--- config.mk ---
export PLATFORM = sky130hd
export DESIGN_NAME = spi_target
export DESIGN_NICKNAME = d
export VERILOG_FILES = /design/src/rtl/spi_target.sv
export SDC_FILE = /design/constraint.sdc
export NUM_CORES = 1
export LEC_CHECK = 0
export BUFFER_PORTS_ARGS = -buffer_cell sky130_fd_sc_hd__buf_2
export CAP_MARGIN = 20
export CORE_ASPECT_RATIO = 1.4
export CORE_UTILIZATION = 57
export CTS_BUF_LIST = sky130_fd_sc_hd__clkbuf_8
export DETAILED_ROUTE_END_ITERATION = 8
export PLACE_DENSITY = 0.85
export SYNTH_ARGS = -nofsm -noshare
export SYNTH_HDL_FRONTEND = slang
export SYNTH_SLANG_ARGS = --single-unit
export TNS_END_PERCENT = 50
--- constraint.sdc ---
create_clock -name clk -period 1.79 [get_ports clk]
set_input_delay 0.4475 -clock clk [delete_from_list [all_inputs] [get_ports clk]]
set_output_delay 0.4475 -clock clk [all_outputs]
set_load 0.01 [all_outputs]
--- src/rtl/spi_target.sv ---
// SPI mode-0 target clocked entirely from the system clock: the pins are synchronized and
// their edges are detected in clk, with one-word TX holding and RX output registers.
module spi_target #(
    parameter int DATA_W      = 8,
    parameter int SYNC_STAGES = 2
) (
    input  logic              clk,
    input  logic              rst_n,
    input  logic              spi_sck_i,
    input  logic              spi_cs_n_i,
    input  logic              spi_mosi_i,
    output logic              spi_miso_o,
    output logic              spi_miso_oe_o,
    input  logic [DATA_W-1:0] tx_data_i,
    input  logic              tx_valid_i,
    output logic              tx_ready_o,
    output logic [DATA_W-1:0] rx_data_o,
    output logic              rx_valid_o,
    input  logic              rx_ready_i,
    output logic              tx_underrun_o,
    output logic              rx_overrun_o,
    output logic              busy_o
);
    localparam int CNT_W = $clog2(DATA_W);

    typedef enum logic {IDLE, SHIFT} state_t;

    logic [SYNC_STAGES-1:0] sck_sync, cs_sync, mosi_sync;
    logic                   sck_s, cs_s, mosi_s, sck_q, cs_q;
    logic                   sck_rise, sck_fall, cs_fall;
    state_t                 state, state_nxt;
    logic                   start, load, shift_en, wrap, rx_take, reload_pend;
    logic [CNT_W-1:0]       cnt;
    logic [DATA_W-1:0]      rx_sr, rx_word, tx_sr, hold_data;
    logic                   hold_full;

    // Synchronizers reset to the bus idle levels so no spurious edge is seen at release.
    always_ff @(posedge clk or negedge rst_n) begin
        if (!rst_n) begin
            sck_sync  <= '0;
            cs_sync   <= '1;
            mosi_sync <= '0;
            sck_q     <= 1'b0;
            cs_q      <= 1'b1;
        end else begin
            sck_sync  <= {sck_sync[SYNC_STAGES-2:0], spi_sck_i};
            cs_sync   <= {cs_sync[SYNC_STAGES-2:0], spi_cs_n_i};
            mosi_sync <= {mosi_sync[SYNC_STAGES-2:0], spi_mosi_i};
            sck_q     <= sck_s;
            cs_q      <= cs_s;
        end
    end

    assign sck_s    = sck_sync[SYNC_STAGES-1];
    assign cs_s     = cs_sync[SYNC_STAGES-1];
    assign mosi_s   = mosi_sync[SYNC_STAGES-1];
    assign sck_rise = sck_s & ~sck_q;
    assign sck_fall = ~sck_s & sck_q;
    assign cs_fall  = ~cs_s & cs_q;

    always_ff @(posedge clk or negedge rst_n) begin
        if (!rst_n) state <= IDLE;
        else        state <= state_nxt;
    end

    always_comb begin
        state_nxt = state;
        start     = 1'b0;
        load      = 1'b0;
        case (state)
            IDLE: if (cs_fall) begin
                state_nxt = SHIFT;
                start     = 1'b1;
                load      = 1'b1;
            end
            SHIFT: begin
                if (cs_s) state_nxt = IDLE;
                else if (sck_fall && reload_pend) load = 1'b1;
            end
            default: state_nxt = IDLE;
        endcase
    end

    // A CS rise takes priority over any SCK edge seen in the same cycle.
    assign shift_en = (state == SHIFT) && !cs_s;
    assign rx_word  = {rx_sr[DATA_W-2:0], mosi_s};
    assign wrap     = shift_en && sck_rise && (cnt == CNT_W'(DATA_W-1));
    assign rx_take  = wrap && (!rx_valid_o || rx_ready_i);

    always_ff @(posedge clk or negedge rst_n) begin
        if (!rst_n) begin
            cnt           <= '0;
            rx_sr         <= '0;
            rx_data_o     <= '0;
            rx_valid_o    <= 1'b0;
            rx_overrun_o  <= 1'b0;
            tx_sr         <= '0;
            tx_underrun_o <= 1'b0;
            reload_pend   <= 1'b0;
            hold_full     <= 1'b0;
            hold_data     <= '0;
        end else begin
            tx_underrun_o <= load && !hold_full;
            rx_overrun_o  <= wrap && !rx_take;

            if (start) begin
                cnt <= '0;
            end else if (shift_en && sck_rise) begin
                rx_sr <= rx_word;
                cnt   <= wrap ? '0 : cnt + 1'b1;
            end

            if (rx_take) begin
                rx_data_o  <= rx_word;
                rx_valid_o <= 1'b1;
            end else if (rx_valid_o && rx_ready_i) begin
                rx_valid_o <= 1'b0;
            end

            if (load)                      tx_sr <= hold_full ? hold_data : '0;
            else if (shift_en && sck_fall) tx_sr <= {tx_sr[DATA_W-2:0], 1'b0};

            if (state_nxt == IDLE || start) reload_pend <= 1'b0;
            else if (wrap)                  reload_pend <= 1'b1;
            else if (load)                  reload_pend <= 1'b0;

            // Accept only fires while empty, so it never feeds a load in the same cycle.
            if (load && hold_full) begin
                hold_full <= 1'b0;
            end else if (tx_valid_i && !hold_full) begin
                hold_full <= 1'b1;
                hold_data <= tx_data_i;
            end
        end
    end

    assign spi_miso_oe_o = (state == SHIFT);
    assign busy_o        = (state == SHIFT);
    assign spi_miso_o    = (state == SHIFT) && tx_sr[DATA_W-1];
    assign tx_ready_o    = !hold_full;
endmodule
==> impl_metrics.py <==
metrics = {
    "floorplan": {
        "fp.dieW_um": 50.4,
        "dieArea_um2": 3520,
        "initial_utilization": 0.600,
        "core_um2": 3120,
        "rows": 24,
        "ios": 30,
        "die_h_um": 69.8,
    },
    "timing": {
        "fin_skew_ns": 0.00390,
        "rsz0062_at_grt": "no",
        "period_needed_ns": 1.58,
        "hold_viol_final": 0,
        "setup_viol": 0,
        "final-max-slew-violation-count": 0,
        "finalSetupTns_ns": 0,
        "tightest_slew_ns": 0.433,
        "slew_headroom": 0.712,
        "fmax_mhz": 633,
        "finalCritPeriodShare": 0.882,
    },
    "clocking": {
        "cts_tree": "built",
        "clockBufferDepth": 2,
        "root_buffer": "clkbuf_8",
        "cts_max_level": 2,
        "numCtsBuffers": 5,
        "insertion_delay_ns": 0.30,
        "postCtsHoldBufs": 0,
        "clk_pin_slew_ns": 0.08,
        "cts_resized": 0,
        "cts_sinks": 48,
        "postCtsSetupBuffers": 0,
    },
    "logic_synthesis": {
        "synth.distinct_cells": 27,
        "syn_inst": 138,
        "syn_nets": 155,
        "synth-seq-cells": 48,
        "yosysWarnings": 0,
        "syn_area_per_cell_um2": 13.6,
        "seq_area_frac_synth": 0.643,
        "synth_area_um2": 1870,
    },
    "routing": {
        "routedWlPerCell_um": 14.6,
        "drt-pass1-iter-count": 4,
        "num_vias": 1150,
        "post-route-drc-count": 0,
        "vias_per_cell": 5.45,
        "antenna_left": 0,
        "wirelength_um": 3090,
        "first_iter_violations": 22,
    },
    "hold_path": {
        "hold_class": "in2async",
    },
    "final_layout": {
        "diodes": 0,
        "final_cells": 211,
        "area_growth_pct": 14.9,
        "nets": 188,
        "drive_gt1_frac": 0.395,
        "design_area_um2": 2150,
        "fin_util": 0.689,
    },
    "placement": {
        "placed_cell_area_um2": 2060,
        "port_buffers": 29,
        "dp_hpwl_um": 2290,
        "gp_congestion": 0.778,
        "dp_cells": 203,
    },
    "critical_path": {
        "cp_slowest_cell": "dfstp_2",
        "slowest_delay_ns": 0.63,
        "path_class": "reg2reg",
        "crit_required_ns": 1.98,
        "cp-start-kind": "flip-flop",
        "worstPathMaxFanout": 13,
        "cp.arrival_ns": 1.77,
        "worst_setup_path_end_kind": "flip-flop",
        "path_cells": "and4bb_4, nand3_4, mux2_2",
    },
    "pwr": {
        "power_density_nw_per_um2": 1140,
        "ir_worst_vdd_v": 0.00114,
        "p_total_mw": 2.46,
        "p_leak_nw": 1.05,
    },
    "grt": {
        "grt_pass1_vias": 1295,
        "grt_overflow_total": 0,
        "grt_pass1_wl_um": 5770,
        "grt_usage": 0.226,
        "antenna_found_initial": 0,
        "grt_max_degree": 31,
    },
    "flow_run": {
        "drv_cap": 0,
    },
    "status": {
        "run_status": "completed",
    },
}
==> final timing paths <==
| path | startpoint | to | slack (ns) | depth (start not counted) |
|---|---|---|---|---|
| min in group clk | spi_cs_n_i | cs_sync[0] | 0.24 | 1 |
| setup reg to reg | cs_sync[1] | rx_data_o[2] | 0.21 | 3 |
| setup / recovery | cs_sync[1] | rx_data_o[2] | 0.21 | 3 |
| hold reg to reg | mosi_sync[0] | mosi_sync[1] | 0.35 | 0 |
| hold / removal | rst_n | rx_data_o[1] | 0.07 | 1 |
| max in group asynchronous | rst_n | mosi_sync[0] | 1.23 | 2 |
==> registers in the layout (all words and copies together) (netlist names), 2 cells and up <==
register,count
hold_data,8
rx_data_o,8
tx_sr,8
rx_sr,7
cnt,3
cs_sync,2
mosi_sync,2
sck_sync,2
==> logic make-up (layout without fill, tap and decap cells) <==
family,Yosys count,after routing,synth area share
and+or+nand+nor,33,33,0.0995
muxes,25,25,0.149
DFF,48,48,0.643
buffers and inverters,9,43,0.0274
adders and majority gates,2,2,0.0134
AOI/OAI and AO/OA,21,21,0.0675
==> critical path: cells and delay by family (launching register included) <==
family           cells  cell delay [ns]
flip-flops           1             0.63
AND/OR/NAND/NOR      2             0.48
multiplexers         1             0.36
==> Yosys cell counts <==
cell,number,share of area
clkbuf_1,1,0.0020
buf_6,1,0.0060
nand2_1,10,0.020
nand3b_1,3,0.012
nand4b_1,1,0.0047
buf_4,2,0.0080
nand3_1,1,0.0027
dfrtp_1,45,0.60
mux2i_1,2,0.011
nand3_4,1,0.0094
a21oi_2,2,0.0094
buf_2,2,0.0053
and4bb_4,1,0.0087
mux2_2,23,0.14
a21oi_1,7,0.019
nand2b_1,2,0.0067
nor4bb_1,1,0.0053
a311oi_1,1,0.0047
nor2b_1,1,0.0033
inv_1,3,0.0060
nor2_1,10,0.020
o21bai_1,1,0.0040
ha_1,2,0.013
and2_1,2,0.0067
o21ai_0,4,0.011
o22ai_1,6,0.020
dfstp_2,3,0.042
==> final cells by class <==
cell class / count / area, um2
clock buffer: 6 / 82.6
clock inverter: 2 / 7.51
fill: 259 / 971
inverter: 3 / 11.3
multi-input combinational: 81 / 617
sequential: 48 / 1200
tap: 39 / 48.8
timing repair buffer: 32 / 180
==> through the flow <==
step | worst slack, ns | hold WS, ns
final | 0.211 | 0.0729
after global routing | 0.108 | 0.0923
after CTS | 0.201 | 0.0831
after detailed placement | 0.219 | 0.336
after global placement | 0.280 | 0.333
after floorplan | 0.335 | 0.152
==> metal layers <==
metal  up-vias  routed length, um  track usage
li1        545                  -            -
met5         -                  0            0
met1       570               1210        0.242
met3         4                130       0.0724
met4         0                 76        0.111
met2        31               1680        0.390
==> cell usage in the layout, fill, tap and decap left out, drive strengths merged <==
master and instances:
dfrtp 45, buf 32, mux2 23, nor2 10, nand2 10, a21oi 9
o22ai 6, clkbuf 6, inv 5, o21ai 4, nand3b 3, dfstp 3
and2 2, nand2b 2, mux2i 2, ha 2, nand3 2, and4bb 1
nand4b 1, a311oi 1, nor4bb 1, nor2b 1, o21bai 1
==> where the power goes <==
group | switching (mW) | total (mW) | internal, mW
clock network | 0.329 | 0.633 | 0.304
logic | 0.183 | 0.406 | 0.223
registers | 0.124 | 1.42 | 1.29
total | 0.636 | 2.46 | 1.82
(Power assumes the default switching activity.)
